--- src/rtl/ab_stim_pkg.sv ---
// rtl/ab_stim_pkg.sv - shared state encoding and default sizing for the a/b stimulus generator
package ab_stim_pkg;
  localparam int DEF_DEPTH  = 8;
  localparam int DEF_HOLD_W = 4;

  typedef enum logic [1:0] {
    IDLE  = 2'd0,
    DRIVE = 2'd1,
    DONE  = 2'd2
  } state_t;
endpackage

--- src/rtl/ab_stim_gen_if.sv ---
// rtl/ab_stim_gen_if.sv - control inputs and stimulus/expected outputs of the a/b stimulus generator
interface ab_stim_gen_if
  import ab_stim_pkg::*;
#(
  parameter int DEPTH  = DEF_DEPTH,
  parameter int HOLD_W = DEF_HOLD_W
) ();
  localparam int LW = $clog2(DEPTH) + 1;

  logic               start;
  logic               stop;
  logic               repeat_en;
  logic [2*DEPTH-1:0] seq_data;
  logic [LW-1:0]      seq_len;
  logic [HOLD_W-1:0]  hold;
  logic               a;
  logic               b;
  logic               exp_and;
  logic               exp_or;
  logic               exp_xor;
  logic               sample;
  logic               busy;
  logic               done;

  modport master (
    output start, stop, repeat_en, seq_data, seq_len, hold,
    input  a, b, exp_and, exp_or, exp_xor, sample, busy, done
  );

  modport slave (
    input  start, stop, repeat_en, seq_data, seq_len, hold,
    output a, b, exp_and, exp_or, exp_xor, sample, busy, done
  );
endinterface

--- src/rtl/ab_hold_timer.sv ---
// rtl/ab_hold_timer.sv - loadable saturating down-counter with terminal count and next-cycle terminal count
module ab_hold_timer
  import ab_stim_pkg::*;
#(
  parameter int HOLD_W = DEF_HOLD_W
) (
  input  logic              clk,
  input  logic              rst,
  input  logic              i_load,
  input  logic [HOLD_W-1:0] i_load_val,
  input  logic              i_en,
  output logic              o_tc,
  output logic              o_tc_next
);
  logic [HOLD_W-1:0] r_count;

  always_ff @(posedge clk or posedge rst) begin
    if (rst) begin
      r_count <= '0;
    end else if (i_load) begin
      r_count <= i_load_val;
    end else if (i_en && (r_count != '0)) begin
      r_count <= r_count - HOLD_W'(1);
    end
  end

  assign o_tc = (r_count == '0);

  // Lets the owner register a flag that is high exactly while the count sits at zero.
  always_comb begin
    if (i_load) begin
      o_tc_next = (i_load_val == '0);
    end else if (i_en) begin
      o_tc_next = (r_count <= HOLD_W'(1));
    end else begin
      o_tc_next = (r_count == '0);
    end
  end
endmodule

--- src/rtl/ab_stim_gen.sv ---
// rtl/ab_stim_gen.sv - table-driven a/b stimulus generator with registered expected AND/OR/XOR
module ab_stim_gen
  import ab_stim_pkg::*;
#(
  parameter int DEPTH  = DEF_DEPTH,
  parameter int HOLD_W = DEF_HOLD_W
) (
  input logic         clk,
  input logic         rst,
  ab_stim_gen_if.slave s
);
  localparam int LW = $clog2(DEPTH) + 1;
  localparam int IW = (DEPTH > 1) ? $clog2(DEPTH) : 1;

  state_t                  r_state;
  logic [IW-1:0]           r_idx;
  logic [LW-1:0]           r_len;
  logic [DEPTH-1:0][1:0]   r_data;
  logic [HOLD_W-1:0]       r_hold;
  logic                    r_rep;
  logic                    r_a, r_b, r_and, r_or, r_xor, r_sample, r_busy, r_done;

  state_t                  w_nxt_state;
  logic [IW-1:0]           w_nxt_idx;
  logic [1:0]              w_nxt_ab;
  logic                    w_nxt_busy, w_nxt_done, w_nxt_sample;
  logic                    w_latch;
  logic                    w_t_load, w_t_en, w_tc, w_tc_next;
  logic [HOLD_W-1:0]       w_t_load_val;
  logic [LW-1:0]           w_len_norm;
  logic                    w_last;

  assign w_len_norm = ((s.seq_len == '0) || (s.seq_len > LW'(DEPTH))) ? LW'(DEPTH) : s.seq_len;
  assign w_last     = (LW'(r_idx) == (r_len - LW'(1)));

  ab_hold_timer #(.HOLD_W(HOLD_W)) u_timer (
    .clk        (clk),
    .rst        (rst),
    .i_load     (w_t_load),
    .i_load_val (w_t_load_val),
    .i_en       (w_t_en),
    .o_tc       (w_tc),
    .o_tc_next  (w_tc_next)
  );

  always_comb begin
    w_nxt_state  = r_state;
    w_nxt_idx    = r_idx;
    w_nxt_ab     = 2'b00;
    w_nxt_busy   = 1'b0;
    w_nxt_done   = 1'b0;
    w_nxt_sample = 1'b0;
    w_latch      = 1'b0;
    w_t_load     = 1'b0;
    w_t_load_val = '0;
    w_t_en       = 1'b0;
    case (r_state)
      IDLE: begin
        if (s.start && !s.stop) begin
          w_latch      = 1'b1;
          w_nxt_state  = DRIVE;
          w_nxt_idx    = '0;
          w_nxt_ab     = s.seq_data[1:0];
          w_nxt_busy   = 1'b1;
          w_t_load     = 1'b1;
          w_t_load_val = s.hold;
          w_nxt_sample = w_tc_next;
        end
      end
      DRIVE: begin
        // stop wins over completion; the timer is cleared on every exit from DRIVE.
        if (s.stop) begin
          w_nxt_state = IDLE;
          w_nxt_idx   = '0;
          w_t_load    = 1'b1;
        end else if (w_tc && w_last && !r_rep) begin
          w_nxt_state = DONE;
          w_nxt_idx   = '0;
          w_nxt_done  = 1'b1;
          w_t_load    = 1'b1;
        end else if (w_tc) begin
          w_nxt_idx    = w_last ? '0 : (r_idx + IW'(1));
          w_nxt_ab     = r_data[w_nxt_idx];
          w_nxt_busy   = 1'b1;
          w_t_load     = 1'b1;
          w_t_load_val = r_hold;
          w_nxt_sample = w_tc_next;
        end else begin
          w_nxt_ab     = r_data[r_idx];
          w_nxt_busy   = 1'b1;
          w_t_en       = 1'b1;
          w_nxt_sample = w_tc_next;
        end
      end
      DONE: begin
        w_nxt_state = IDLE;
      end
      default: begin
        w_nxt_state = IDLE;
      end
    endcase
  end

  always_ff @(posedge clk or posedge rst) begin
    if (rst) begin
      r_state <= IDLE;
    end else begin
      r_state <= w_nxt_state;
    end
  end

  always_ff @(posedge clk or posedge rst) begin
    if (rst) begin
      r_idx    <= '0;
      r_len    <= '0;
      r_data   <= '0;
      r_hold   <= '0;
      r_rep    <= 1'b0;
      r_a      <= 1'b0;
      r_b      <= 1'b0;
      r_and    <= 1'b0;
      r_or     <= 1'b0;
      r_xor    <= 1'b0;
      r_sample <= 1'b0;
      r_busy   <= 1'b0;
      r_done   <= 1'b0;
    end else begin
      if (w_latch) begin
        r_len  <= w_len_norm;
        r_data <= s.seq_data;
        r_hold <= s.hold;
        r_rep  <= s.repeat_en;
      end
      r_idx    <= w_nxt_idx;
      r_a      <= w_nxt_ab[1];
      r_b      <= w_nxt_ab[0];
      r_and    <= w_nxt_ab[1] & w_nxt_ab[0];
      r_or     <= w_nxt_ab[1] | w_nxt_ab[0];
      r_xor    <= w_nxt_ab[1] ^ w_nxt_ab[0];
      r_sample <= w_nxt_sample;
      r_busy   <= w_nxt_busy;
      r_done   <= w_nxt_done;
    end
  end

  assign s.a       = r_a;
  assign s.b       = r_b;
  assign s.exp_and = r_and;
  assign s.exp_or  = r_or;
  assign s.exp_xor = r_xor;
  assign s.sample  = r_sample;
  assign s.busy    = r_busy;
  assign s.done    = r_done;
endmodule

--- src/flat_wrapper.sv ---
// flat-port wrapper written by rule: the top's interface ports become plain ports
module ab_stim_gen_flat import ab_stim_pkg::*;
#(
  parameter int DEPTH  = DEF_DEPTH,
  parameter int HOLD_W = DEF_HOLD_W
)
  (clk, rst, s_start, s_stop, s_repeat_en, s_seq_data, s_seq_len, s_hold, s_a, s_b, s_exp_and, s_exp_or, s_exp_xor, s_sample, s_busy, s_done);
  ab_stim_gen_if #(.DEPTH(DEPTH), .HOLD_W(HOLD_W)) s_i ();
  input logic clk;
  input logic rst;
  input wire logic [$bits(s_i.start)-1:0] s_start;
  input wire logic [$bits(s_i.stop)-1:0] s_stop;
  input wire logic [$bits(s_i.repeat_en)-1:0] s_repeat_en;
  input wire logic [$bits(s_i.seq_data)-1:0] s_seq_data;
  input wire logic [$bits(s_i.seq_len)-1:0] s_seq_len;
  input wire logic [$bits(s_i.hold)-1:0] s_hold;
  output wire logic [$bits(s_i.a)-1:0] s_a;
  output wire logic [$bits(s_i.b)-1:0] s_b;
  output wire logic [$bits(s_i.exp_and)-1:0] s_exp_and;
  output wire logic [$bits(s_i.exp_or)-1:0] s_exp_or;
  output wire logic [$bits(s_i.exp_xor)-1:0] s_exp_xor;
  output wire logic [$bits(s_i.sample)-1:0] s_sample;
  output wire logic [$bits(s_i.busy)-1:0] s_busy;
  output wire logic [$bits(s_i.done)-1:0] s_done;
  assign s_i.start = s_start;
  assign s_i.stop = s_stop;
  assign s_i.repeat_en = s_repeat_en;
  assign s_i.seq_data = s_seq_data;
  assign s_i.seq_len = s_seq_len;
  assign s_i.hold = s_hold;
  assign s_a = s_i.a;
  assign s_b = s_i.b;
  assign s_exp_and = s_i.exp_and;
  assign s_exp_or = s_i.exp_or;
  assign s_exp_xor = s_i.exp_xor;
  assign s_sample = s_i.sample;
  assign s_busy = s_i.busy;
  assign s_done = s_i.done;
  ab_stim_gen #(.DEPTH(DEPTH), .HOLD_W(HOLD_W)) u_core (.clk(clk), .rst(rst), .s(s_i));
endmodule
--- config.mk ---
export PLATFORM = sky130hd
export DESIGN_NAME = ab_stim_gen_flat
export DESIGN_NICKNAME = d
export VERILOG_FILES = /design/src/rtl/ab_stim_pkg.sv /design/src/rtl/ab_stim_gen_if.sv /design/src/rtl/ab_hold_timer.sv /design/src/rtl/ab_stim_gen.sv /design/src/flat_wrapper.sv
export SDC_FILE = /design/constraint.sdc
export NUM_CORES = 1
export LEC_CHECK = 0
export ABC_AREA = 0
export CORE_AREA = 2 2 75 77
export DETAILED_ROUTE_END_ITERATION = 10
export DIE_AREA = 0 0 77 79
export HOLD_SLACK_MARGIN = 0.05
export PLACE_DENSITY = 0.7
export SLEW_MARGIN = 25
export SYNTH_ARGS = -nofsm -noshare
export SYNTH_HDL_FRONTEND = slang
export SYNTH_SLANG_ARGS = --single-unit
--- constraint.sdc ---
create_clock -name clk -period 1.95 [get_ports clk]
set_input_delay 0.2925 -clock clk [delete_from_list [all_inputs] [get_ports clk]]
set_output_delay 0.2925 -clock clk [all_outputs]
set_load 0.05 [all_outputs]
==> results of run 1 <==
==> flip-flops by register name, indices dropped and copies added (netlist names) <==
| name | flops |
|---|---|
| u_core.r_data | 16 |
| u_core.r_hold | 4 |
| u_core.r_len | 4 |
| u_core.u_timer.r_count | 4 |
| u_core.r_idx | 3 |
| u_core.r_state | 2 |
| u_core.r_rep | 1 |
| u_core.s.a | 1 |
| u_core.s.b | 1 |
| u_core.s.busy | 1 |
| u_core.s.done | 1 |
| u_core.s.exp_and | 1 |
| u_core.s.exp_or | 1 |
| u_core.s.exp_xor | 1 |
| u_core.s.sample | 1 |
==> worst paths after layout <==
check | start | end
max reg2reg | u_core.r_len[1] | u_core.s.exp_xor
min | rst | u_core.r_hold[0]
max | u_core.r_len[1] | u_core.s.exp_xor
min reg2reg | u_core.r_data[12] | u_core.r_data[12]
min in group clk | u_core.r_data[12] | u_core.r_data[12]
max in group asynchronous | rst | u_core.r_state[1]
==> layer usage <==
metal | vias up | GRT usage | wire length [microns]
li1 | 982 | - | -
met1 | 914 | 0.231 | 2370
met2 | 42 | 0.311 | 2530
met3 | 9 | 0.0398 | 219
met4 | 0 | 0.0821 | 99
met5 | - | 0 | 0
==> where the power goes <==
part           internal, mW  switching, mW
sequential             1.04          0.125
combinational         0.526          0.585
clock                 0.383          0.289
==> cell usage in the layout, fill, tap and decap left out, types with 3 or more instances in the layout <==
cell,n
a21oi_1,10
a31oi_1,4
a41oi_2,4
buf_4,32
clkbuf_8,5
clkdlybuf4s50_1,36
dfrtp_1,42
ha_1,5
inv_1,11
mux2i_1,7
mux4_2,3
nand2_1,64
nand3_1,5
nand3b_1,3
nor2_1,3
nor3_1,5
nor3b_1,3
o21ai_0,15
or3_1,3
==> final cells by class <==
| class | instances | area (sq um) |
|---|---|---|
| inverters | 13 | 48.8 |
| clock buffers | 7 | 76.3 |
| multi-input cells | 173 | 1220 |
| repair buffers | 71 | 637 |
| fillers | 488 | 2190 |
| clock inverters | 1 | 30.0 |
| well taps | 72 | 90.1 |
| flip-flops and latches | 42 | 1050 |
==> kinds of logic after synthesis <==
family,synth area share
adders and majority gates,0.0379
and+or+nand+nor,0.191
AOI/OAI and AO/OA,0.165
xor gates and xnor gates,0.0173
muxes,0.0806
DFF,0.454
buffers and inverters,0.0541
==> timing repair <==
item                       4_1_cts  5_1_grt
pin swaps                        6        8
gates resized for setup          5       11
gates cloned                     0        1
setup endpoints to repair       12        8
buffers inserted                 4        2
==> worst max-delay path: stages (launching register included) <==
cell,delay (ps)
dfrtp_1,390
inv_2,90
ha_4,130
xnor3_1,230
a41oi_2,310
mux2_4,340
o211ai_4,180
a41o_1,180
ha_1,220
==> impl_metrics.yaml, run 1 <==
timing:
  finalCritPeriodShare: 1.11
  tightest_slew_ps: 553
  setup_tns_ps: -831
  drv_slew: 0
  setup_slack_ps: -217
  timing.hold.ws_ps: 432
  slew_headroom: 0.627
  max_freq_mhz: 462
  grt_setup_unrepaired: "yes"
  min_period_ps: 2170
  setup_viol: 5
  finalClockSkew_ps: 9.66
  hold_violations: 0
worst_setup_path:
  crit_path_end_kind: "register"
  cp_max_fo: 2
  start_kind: "register"
  cp_data_arrival_time_ps: 2360
  reg2reg_depth: 8
  worstSetupPathType: "register to register"
  rrSetupSlack_ps: -220
  required_ps: 2140
synthesis:
  ys_ff_latch: 42
  syn_area_sq_um: 2310
  synth_top_cells_by_area: "dfrtp_1 (45%), nand2_1 (11%), ha_1 (3.8%)"
  synth_most_common_cell: "nand2_1"
  synth_top_flop_cell: "dfrtp_1"
  syn_inst: 240
  synth.distinct_cells: 49
  yosys_warnings: 0
  synthTopCellsByCount: "nand2_1 (65), dfrtp_1 (42), o21ai_0 (16)"
  yosys.area.top_type: "dfrtp_1"
  syn_area_per_cell_sq_um: 9.64
  synth_edf_count: 0
  yosysTopAreaCellShare: 0.454
  synthArstFlopShare: 1.00
  synth.net_count: 276
  yosysSeqAreaShare: 0.454
detailed_routing:
  vias_per_cell: 5.14
  drtAntennaViolNets: 0
  drc: 0
  drt_pass1_iterations: 4
  route.vias.total: 1947
  drt-wirelength-per-cell_microns: 13.8
  drtIter0Drc: 82
  routed_wirelength_microns: 5220
finish:
  drive_above_1_share: 0.208
  stdcell_count: 379
  antenna_cells: 0
  final_area_sq_um: 3150
  final_nets: 342
  finalCoreUtilization: 0.590
  syn2layout_area_growth_pct: 36.2
grt:
  grt_overflow: 0
  antenna_found_initial: 0
  grt_pass1_vias: 1937
  grt_max_degree: 43
  grt_pass1_wl_microns: 8870
  grt_usage: 0.185
clock_tree:
  clock_path_buffers: 2
  clk_latency_ps: 300
  cts.sinks: 42
  cts.clk_slew.worst_paths_ps: 80
  cts_tree: "built"
  cts_made_buffers: 5
  hold_buffers: 0
  htreeDepth: 2
  root_buffer: "clkbuf_8"
status:
  status: "finished with violations"
  violations: "negative setup slack"
floorplanning:
  die_y_microns: 79
  coreArea_sq_um: 5340
  die_w_microns: 77
  ios: 37
  start_util: 0.433
  die_area_sq_um: 6080
  rows: 27
worst_hold_path:
  hp-class: "input pin to asynchronous set/reset pin"
run:
  maxCapViolCount: 0
placed_design:
  pre_cts_slack_ps: -226
  dpl-instance-area_sq_um: 2930
  gp_congestion: 0.862
  portBuffers: 36
  place_inst: 364
  dp_hpwl_microns: 3810
power_and_ir_drop:
  p_leak_nw: 1.42
  peakVddDrop_v: 0.000742
  power_density_nw_per_um2: 935
  power_mw: 2.95
No activity file was read; power rests on OpenSTA's default activity.
==> run 2, diff against run 1 <==
- REMOVE_ABC_BUFFERS: unset -> 1
==> run 2 against run 1 <==
The run still ends with negative setup slack left. Clock-buffer cell count did not move. Critical path depth did not move. Register-to-register slack got worse by 40 ps. Sequential share of layout area rose by 0.57 points. Power fell by 4.7%. Global-route usage rose by 1.2 points. Sequential power barely moved. Worst setup slack got worse by 40 ps. Cell count fell by 0.79%. Worst hold slack improved by 2.7 ps. Non-clock buffer count fell by 2. Clock power fell by 22%. Largest cell class unchanged. Highest routed layer unchanged.
==> impl_metrics.yaml, run 2 (synthesis gave the netlist of run 1 again) <==
power_and_ir_drop:
  switching_power_mw: 0.997
  swShare: 0.355
  p_leak_nw: 1.40
  pwr-share-seq: 0.415
  power_density_nw_per_um2: 906
  cellInternalPower_mw: 1.81
  p_comb_frac: 0.398
  peakVddDrop_v: 0.000394
  clock_power_share: 0.186
detailed_routing:
  drt_pass1_iterations: 4
  drt-wirelength-per-cell_microns: 14.4
  routed_wirelength_microns: 5420
  drtIter0Drc: 89
  drc: 0
  vias_per_cell: 5.14
  route.vias.total: 1933
  drtAntennaViolNets: 0
finish:
  largest_reg_flops: 16
  drive_above_1_share: 0.201
  final_nets: 340
  finalCoreUtilization: 0.581
  antenna_cells: 0
  largest-register: "u_core.r_data"
  syn2layout_area_growth_pct: 34.0
  mostFrequentLayoutCell: "nand2_1"
  layout_common_cells: "nand2_1 (65), dfrtp_1 (42), clkdlybuf4s50_1 (36)"
grt:
  grt_overflow: 0
  grt_max_degree: 43
  grt_pass1_wl_microns: 9370
  antenna_found_initial: 0
  grt_usage: 0.197
  grt_pass1_vias: 1979
clock_tree:
  cts_made_buffers: 5
  root_buffer: "clkbuf_8"
  cts_tree: "built"
  hold_buffers: 0
  htreeDepth: 2
  clk_latency_ps: 290
  cts.clk_slew.worst_paths_ps: 70
  cts.sinks: 42
  clock_path_buffers: 2
floorplanning:
  die_area_sq_um: 6080
  start_util: 0.433
  rows: 27
  ios: 37
  die_w_microns: 77
  coreArea_sq_um: 5340
  die_y_microns: 79
worst_setup_path:
  cp_slowest_cell: "dfrtp_1"
  path_cells: "inv_2, ha_4, xnor3_1, a41oi_2, mux2_4, o211ai_4, a41o_1, ha_1"
  cp_num_buf_inv: 1
  cp_max_fo: 2
  r2r_end: "u_core.s.exp_xor"
  reg2reg_depth: 8
  rrSetupSlack_ps: -260
  start_kind: "register"
  crit_path_end_kind: "register"
  slowest_delay_ps: 390
  cpLargestDelayFamily: "compound AO/OA/AOI/OAI gates"
  worstSetupPathType: "register to register"
  cp_data_arrival_time_ps: 2380
  timing.rr.start: "u_core.r_len[0]"
  required_ps: 2120
timing:
  grt_setup_unrepaired: "yes"
  finalCritPeriodShare: 1.13
  min_period_ps: 2210
  slew_headroom: 0.640
  timing.hold.ws_ps: 435
  drv_slew: 0
  max_freq_mhz: 453
  setup_viol: 6
  hold_violations: 0
  tightest_slew_ps: 539
  setup_slack_ps: -257
  finalClockSkew_ps: 6.25
status:
  status: "finished with violations"
  violations: "negative setup slack"
placed_design:
  gp_congestion: 0.873
  portBuffers: 36
  pre_cts_slack_ps: -234
  dp_hpwl_microns: 4100
worst_hold_path:
  hp-class: "input pin to asynchronous set/reset pin"
run:
  maxCapViolCount: 0
run 2: worst max-delay path by stage:
stage                       from               end  slack (ps)  cells past startpoint
2_1_floorplan  u_core.r_state[1]  u_core.s.exp_xor       -1010                      5
3_3_place_gp              s_stop  u_core.s.exp_xor        -150                      7
3_5_place_dp     u_core.r_len[1]  u_core.s.exp_xor        -230                      8
4_1_cts          u_core.r_len[1]  u_core.s.exp_xor        -220                      8
5_1_grt          u_core.r_idx[0]  u_core.s.exp_xor        -310                      7
6_report         u_core.r_len[0]  u_core.s.exp_xor        -260                      8
run 2: power groups by stage:
stage	sequential [mW]	clock [mW]	combinational [mW]
2_1_floorplan	1.26	0	0.530
4_1_cts	1.16	0.541	1.10
3_3_place_gp	1.17	0	1.03
3_5_place_dp	1.18	0	1.05
6_report	1.17	0.523	1.12
5_1_grt	1.19	0.581	1.23
run 2: repair_timing:
item | 4_1_cts | 5_1_grt
gates resized for setup | 10 | 8
pin swaps | 6 | 5
hold endpoints to repair | 0 | 0
setup buffers | 1 | 0
endpoints found under the setup margin | 12 | 9
run 2: final cells by class:
cell class | instances | area, sq um
Inverter | 13 | 48.8
Fill cell | 497 | 2240
Multi-Input combinational cell | 173 | 1210
Tap cell | 72 | 90.1
Clock buffer | 7 | 76.3
Sequential cell | 42 | 1050
Timing Repair Buffer | 69 | 621
run 2: metal layers:
| metal | share of wire | vias up | wire length, microns | global-route usage |
|---|---|---|---|---|
| li1 | - | 968 | - | - |
| met1 | 0.47 | 913 | 2550 | 0.262 |
| met2 | 0.48 | 44 | 2580 | 0.326 |
| met3 | 0.041 | 8 | 220 | 0.0443 |
| met4 | 0.013 | 0 | 70 | 0.0536 |
| met5 | 0 | - | 0 | 0 |
run 2: through the flow:
stage | area [sq um] | std cells | setup TNS [ps] | power [mW]
after CTS | 3080 | 376 | -728 | 2.81
after floorplan | 2240 | 228 | -19830 | 1.79
after global routing | 3100 | 376 | -1320 | 3.01
after detailed placement | 2950 | 368 | -1190 | 2.23
final | 3100 | 376 | -822 | 2.81
after global placement | 2950 | 368 | -681 | 2.20
run 2: worst min-delay path, delay by kind of cell:
| family | cells | cell delay, ps |
|---|---|---|
| buffers and inverters | 3 | 890 |
==> run 3, diff against run 2 <==
==> constraint.sdc (replaced) <==
create_clock -name clk -period 1.95 [get_ports clk]
set_input_delay 0.2925 -clock clk [delete_from_list [all_inputs] [get_ports clk]]
set_output_delay 0.2925 -clock clk [all_outputs]
set_load 0.1 [all_outputs]
==> run 3 against run 2 <==
Sequential cell count unchanged. Register-to-register slack improved by 50 ps. Fmax increased by 2.2%. The run still ends with negative setup slack left. Via count up 1.3%. Final area up 1.2%.
==> impl_metrics.yaml, run 3 (synthesis gave the netlist of run 1 again) <==
power_and_ir_drop:
  power_density_nw_per_um2: 929
  switching_power_mw: 1.10
  peakVddDrop_v: 0.000672
  clock_power_share: 0.182
  swShare: 0.376
  pwr-share-seq: 0.399
  cellInternalPower_mw: 1.82
  p_comb_frac: 0.419
  p_leak_nw: 1.44
timing:
  drv_slew: 0
  tightest_slew_ps: 534
  max_freq_mhz: 463
  hold_violations: 0
  min_period_ps: 2160
  setup_slack_ps: -209
  finalCritPeriodShare: 1.11
  setup_viol: 8
  slew_headroom: 0.644
  finalClockSkew_ps: 4.78
  grt_setup_unrepaired: "yes"
placed_design:
  dpl-instance-area_sq_um: 2940
  dp_hpwl_microns: 3990
  portBuffers: 36
  pre_cts_slack_ps: -201
  gp_congestion: 0.886
finish:
  layout_common_cells: "nand2_1 (65), buf_4 (43), dfrtp_1 (42)"
  syn2layout_area_growth_pct: 35.6
  final_nets: 344
  drive_above_1_share: 0.240
  largest_reg_flops: 16
  final_area_sq_um: 3140
  mostFrequentLayoutCell: "nand2_1"
  antenna_cells: 0
  largest-register: "u_core.r_data"
detailed_routing:
  routed_wirelength_microns: 5260
  route.vias.total: 1958
  drt-wirelength-per-cell_microns: 13.8
  drtIter0Drc: 78
  drtAntennaViolNets: 0
  vias_per_cell: 5.15
  drt_pass1_iterations: 4
  drc: 0
clock_tree:
  cts.clk_slew.worst_paths_ps: 70
  cts.sinks: 42
  cts_tree: "built"
  root_buffer: "clkbuf_8"
  htreeDepth: 2
  clock_path_buffers: 2
  cts_made_buffers: 5
  hold_buffers: 0
  clk_latency_ps: 290
worst_setup_path:
  required_ps: 2130
  cp_data_arrival_time_ps: 2340
  worstSetupPathType: "register to register"
  reg2reg_depth: 6
  crit_path_end_kind: "register"
  start_kind: "register"
  cp_max_fo: 4
run:
  maxCapViolCount: 0
grt:
  grt_usage: 0.188
  grt_max_degree: 43
  grt_pass1_wl_microns: 8870
  grt_pass1_vias: 1845
  antenna_found_initial: 0
  grt_overflow: 0
status:
  status: "finished with violations"
  violations: "negative setup slack"
worst_hold_path:
  hp-class: "input pin to asynchronous set/reset pin"
floorplanning:
  die_area_sq_um: 6080
  start_util: 0.433
  ios: 37
  die_w_microns: 77
  die_y_microns: 79
  coreArea_sq_um: 5340
  rows: 27
-- run 3: timing repair --
item,in CTS,in global routing
pin swaps,2,6
endpoints found under the hold margin,0,0
gates resized for setup,4,16
buffers inserted,1,2
setup endpoints to repair,12,14
-- run 3: final timing paths --
| path | start | end | slack, ps |
|---|---|---|---|
| setup / recovery | u_core.r_len[2] | u_core.s.exp_xor | -210 |
| hold / removal | rst | u_core.r_data[15] | 410 |
| setup reg to reg | u_core.r_len[2] | u_core.s.exp_xor | -210 |
| hold reg to reg | u_core.r_data[15] | u_core.r_data[15] | 500 |
| max in group asynchronous | rst | u_core.s.done | 1150 |
| min in group clk | u_core.r_data[15] | u_core.r_data[15] | 500 |
-- run 3: cell type report --
type                    count  area, sq um
clock buffers               7         76.3
fillers                   494         2200
inverters                  13         48.8
multi-input cells         173         1240
flip-flops and latches     42         1050
well taps                  72         90.1
repair buffers             73          634
-- run 3: routing by layer --
metal  global-route usage  part of all wire  routed length, microns  up-vias
li1                     -                 -                       -      975
met1                0.254              0.47                    2450      940
met2                0.305              0.48                    2540       37
met3               0.0364             0.036                     187        6
met4               0.0643             0.014                      74        0
met5                    0                 0                       0        -
-- run 3: per-stage QoR --
step | hold slack (ps) | util | TNS [ps] | cells | power (mW)
after floorplan | 398 | - | -19830 | 228 | 1.89
after global placement | 484 | 0.552 | -541 | 370 | 2.30
after detailed placement | 492 | 0.552 | -1090 | 370 | 2.31
after CTS | 445 | 0.571 | -829 | 378 | 2.88
after global routing | 508 | 0.588 | -2170 | 380 | 3.12
final | 412 | 0.588 | -819 | 380 | 2.91
-- run 3: power by group through the flow --
stage | Sequential (mW) | Combinational (mW) | Clock [mW]
finish | 1.16 | 1.22 | 0.530
global route | 1.19 | 1.34 | 0.584
global placement | 1.17 | 1.12 | 0
floorplan | 1.36 | 0.530 | 0
detailed placement | 1.18 | 1.14 | 0
CTS | 1.16 | 1.17 | 0.551
-- run 3: critical path: stages, from the launching register on --
cell and delay [ps]:
dfrtp_1 390, xnor3_1 440, a41oi_2 280, mux2_4 340, o211ai_4 170, a41o_1 200
ha_1 220
==> RTL edit 1: new RTL, config.mk and constraints of run 2 <==
Change the package constant `DEF_HOLD_W` from 4 to 3.
--- a/src/rtl/ab_stim_pkg.sv
+++ b/src/rtl/ab_stim_pkg.sv
@@ -2,5 +2,5 @@
 package ab_stim_pkg;
   localparam int DEF_DEPTH  = 8;
-  localparam int DEF_HOLD_W = 4;
+  localparam int DEF_HOLD_W = 3;
 
   typedef enum logic [1:0] {
Ports: changed (resized s_hold); port bits go from 37 to 36. The function was not compared with the original's and may differ.
==> RTL edit 1 against run 2 <==
- sequential share of layout area is 3.0 points lower
- global-route usage did not move
- wire length is 0.65% lower
- sequential cell count shrank 2
- critical path depth stayed put
- final area up 4.5%
- the run still ends with negative setup slack left
- synthesized area shrank 5.8%
- total power up 15%
- combinational power is 41% higher
- via count rose by 1.3%
- non-clock buffer count grew 17
- clock power rose by 2%
- sequential power is 5% lower
- setup slack lost 150 ps
==> RTL edit 1: results (changes against run 2) <==
Final layout
  – Seq cells: 40 (-4.8%)
  – FF+latch area: 1000 µm² (-4.8%)
  – Clk_buf instances: 6 (-1)
  – Non-clock buffers: 86 (+25%)
  – Multi-input logic area: 1280 µm² (+5.6%)
  – Layout cells sized above 1: 30.1% (+10 points)
  – Final instance area: 3240 µm² (+4.5%)
  – Layout fillers: 474 (-4.6%)
  – Non-clk buf share: 22.9% (+2.9 points)
  – Core Util, Final: 60.7% (+2.6 points)
  – Non-filler cells, final: 384 (+2.1%)
  – Fin nets: 347 (+2.1%)

CTS
  – # resized after CTS: 19 (+9)
  – Post-CTS setup buffers: 2 (+1)

Placement
  – Placed Area: 2930 µm² (-0.64%)
  – Placed insts: 372 (+1.1%)
  – Worst slack at placement: -391 ps (-157 ps)
  – DP HPWL: 3.78 mm (-7.8%)

Global routing
  – Via count of the first global-routing pass: 2111 (+6.7%)
  – First-pass GRT wire length: 9.49 mm (+1.3%)
  – Met3 GRT Util: 4.77% (+0.34 points)
  – Met1 Resource Use GR: 24.3% (-1.9 points)
  – Largest net degree at the start of global routing: 41 (-4.7%)
  – Met2 usage: 33.9% (+1.3 points)

Status
  – Violated checks: negative setup slack
  – Outcome: finished, violations left

Power and ir drop
  – P_seq: 1110 µW (-5%)
  – Sw Share: 37.2% (+1.7 points)
  – Worst ir drop on vdd: 0.544 mV (+38%)
  – Clk power: 532 µW (+2%)
  – Power Total: 3220 µW (+15%)

STA
  – Final setup violation count: 10 (+4)
  – Max transition margin: 66.4% (+2.3 points)
  – Setup Total Neg Slack: -2110 ps (-1290 ps)
  – Fin Clk Skew: 8.99 ps (+2.74 ps)
  – Setup WS post-layout: -408 ps (-152 ps)

Route
  – M1 WL: 2.33 mm (-8.6%)
  – Final wirelength: 5.39 mm (-0.65%)
  – Starting DRT DRC Count: 101 (+13%)
  – Vias: 1958 (+1.3%)

Worst setup path
  – Crit-path max FO: 4 (+2)
  – Slowest cell on the critical path: o41a_1
==> RTL edit 1: final timing paths <==
kind / start / to / slack, ps / cells past startpoint
worst max-delay path: u_core.r_len[0] / u_core.s.exp_xor / -410 / 8
worst min-delay path: rst / u_core.r_state[0] / 400 / 3
worst max register to register: u_core.r_len[0] / u_core.s.exp_xor / -410 / 8
worst min register to register: u_core.r_data[15] / u_core.r_data[15] / 520 / 2
max in group asynchronous: rst / u_core.u_timer.r_count[2] / 1200 / 3
min in group clk: s_repeat_en / u_core.r_rep / 500 / 3
==> RTL edit 1: cell families (layout without fill, tap and decap cells) <==
family / Yosys count / in the layout / synth area share, %
simple gates: 100 / 100 / 21.1
buf+inv: 21 / 106 / 4.13
fa+ha+maj: 7 / 7 / 4.02
xor+xnor: 5 / 5 / 2.70
flops: 40 / 40 / 45.9
compound gates: 43 / 43 / 14.0
mux: 11 / 11 / 8.15
==> RTL edit 2: new RTL, flow settings as in run 2 <==
Without the edit above. The 3 states of `state_t` get a one-hot encoding in 3 bits.
--- a/src/rtl/ab_stim_pkg.sv
+++ b/src/rtl/ab_stim_pkg.sv
@@ -4,8 +4,8 @@
   localparam int DEF_HOLD_W = 4;
 
-  typedef enum logic [1:0] {
-    IDLE  = 2'd0,
-    DRIVE = 2'd1,
-    DONE  = 2'd2
+  typedef enum logic [2:0] {
+    IDLE  = 3'b001,
+    DRIVE = 3'b010,
+    DONE  = 3'b100
   } state_t;
 endpackage
Behaviour: same outputs for any inputs over 10 cycles, from zero or initial values and one cycle with rst high; not proved beyond that.
==> RTL edit 2 against run 2 <==
- total power fell by 5.5%
- maximum frequency is 8.3% lower
- the run still ends with negative setup slack left
- synthesized cell count rose by 0.83%
- clock power up 4%
- critical path depth increased by 1
- final area increased by 5.7%
- largest power group unchanged
- non-clock buffer count increased by 12
- wire length up 1.7%
- synthesized area shrank 1.4%
- first-iteration DRC count fell by 38%
- sequential share of layout area fell by 1.0 points
- sequential cell count increased by 1
- setup slack got worse by 200 ps
- die area unchanged
==> RTL edit 2: results (changes against run 2) <==
Placement
  – Placer Congestion: 0.884 (+1.3%)
  – Placed insts: 383 (+4.1%)
  – DP HPWL: 3.97 mm (-3.3%)
  – Placed Area: 3020 µm² (+2.5%)

Route
  – WL met2: 2.76 mm (+7.1%)
  – Starting DRT DRC Count: 55 (-38%)
  – Routed vias/inst: 5.12 (-0.42%)
  – DR WL met3: 163 µm (-26%)
  – Uppermost layer routed: met4
  – Drt wl/cell: 14.0 µm (-2.9%)
  – M1 WL: 2.53 mm (-0.82%)

Global routing
  – Via count of the first global-routing pass: 2034 (+2.8%)
  – GRT Resource Usage Total: 19.4% (-0.29 points)
  – Met2 usage: 33.9% (+1.2 points)
  – First-pass GRT wire length: 9.48 mm (+1.2%)
  – Met3 GRT Util: 3.41% (-1.0 points)
  – Largest net degree at the start of global routing: 44 (+2.3%)
  – Met1 Resource Use GR: 25.4% (-0.78 points)
  – Antenna violations before repair: 0 (unchanged)

Synth
  – Cells after synthesis: 242 (+0.83%)
  – Most used DFF post-synth: dfrtp_1
  – Synth top cells by count: nand2_1, dfrtp_1, o21ai_0, inv_1, a21oi_1
  – Seq/Total Area, Yosys: 47.2% (+1.8 points)
  – Synth cell types: 46 (-6.1%)
  – Synth area leaders: dfrtp_1, nand2_1, o21ai_0, mux4_2, ha_1

STA
  – Setup WS post-layout: -457 ps (-200 ps)
  – Fin Clk Skew: 6.12 ps (-0.122 ps)
  – Final setup violation count: 14 (+8)
  – Worst hold margin: 351 ps (-83.5 ps)
  – Worst Max-Slew Pin Slew: 499 ps (-40.0 ps)

Final layout
  – Non-filler cells, final: 394 (+4.8%)
  – Max reg flops: 16 (unchanged)
  – Layout cells sized above 1: 25.2% (+5.1 points)
  – Fin nets: 357 (+5.0%)

Worst setup path
  – Crit path max-delay family: compound AO/OA/AOI/OAI gates
  – WP data arrival: 2580 ps (+200 ps)
  – Crit-path max FO: 5 (+3)
  – Critical Path Max Stage Delay: 410 ps (+20 ps)

CTS
  – Clock transition at path regs: 80 ps
  – Root buffer cell: clkbuf_8
  – Num CTS Buffers: 5 (unchanged)

Power and ir drop
  – P_leak: 0.00149 µW (+6.0%)
  – Worst ir drop on vdd: 0.489 mV (+24%)

Status
  – Violated checks: negative setup slack
  – Outcome: finished, violations left

Min path
  – Hold Crit Class: input port to async pin
RTL edit 2: kinds of logic (layout without fill, tap and decap cells):
logic type / after synthesis / count (layout) / synth area share, %
mux: 8 / 8 / 5.81
compound gates: 54 / 54 / 15.9
simple gates: 106 / 106 / 21.4
xor+xnor: 5 / 5 / 2.52
buf+inv: 19 / 99 / 3.29
fa+ha+maj: 7 / 7 / 3.84
flops: 43 / 43 / 47.2
RTL edit 2: worst paths after layout:
| check | from | to | cells after the start |
|---|---|---|---|
| worst max-delay path | u_core.r_len[1] | u_core.s.exp_xor | 9 |
| worst min-delay path | rst | u_core.s.sample | 3 |
| worst max register to register | u_core.r_len[1] | u_core.s.exp_xor | 9 |
| worst min register to register | u_core.r_rep | u_core.r_state[2] | 1 |
| max in group asynchronous | rst | u_core.r_state[0] | 3 |
| min in group clk | u_core.r_rep | u_core.r_state[2] | 1 |
RTL edit 2: cell type report:
| type | instances | area (µm²) |
|---|---|---|
| Sequential cell | 43 | 1080 |
| Clock buffer | 8 | 80.1 |
| Timing Repair Buffer | 81 | 722 |
| Inverter | 10 | 37.5 |
| Tap cell | 72 | 90.1 |
| Multi-Input combinational cell | 180 | 1270 |
| Fill cell | 484 | 2060 |
RTL edit 2: report_power, final:
part           total (µW)  internal (µW)  leakage [µW]  switching (µW)
clock                 543            255     0.0000395             288
sequential           1150           1040      0.000549             108
combinational         962            497      0.000899             465
RTL edit 2: timing repair:
action                     CTS  global route
gates resized for setup     19            16
setup endpoints to repair   16            15
pin swaps                    7            12
setup buffers                1             2
hold buffers                 0             0
RTL edit 2: per-stage QoR:
step	setup slack, ps	TNS, ps
CTS	-426	-2970
global placement	-483	-4240
detailed placement	-584	-4850
global route	-554	-4610
floorplan	-475	-2840
finish	-457	-3320
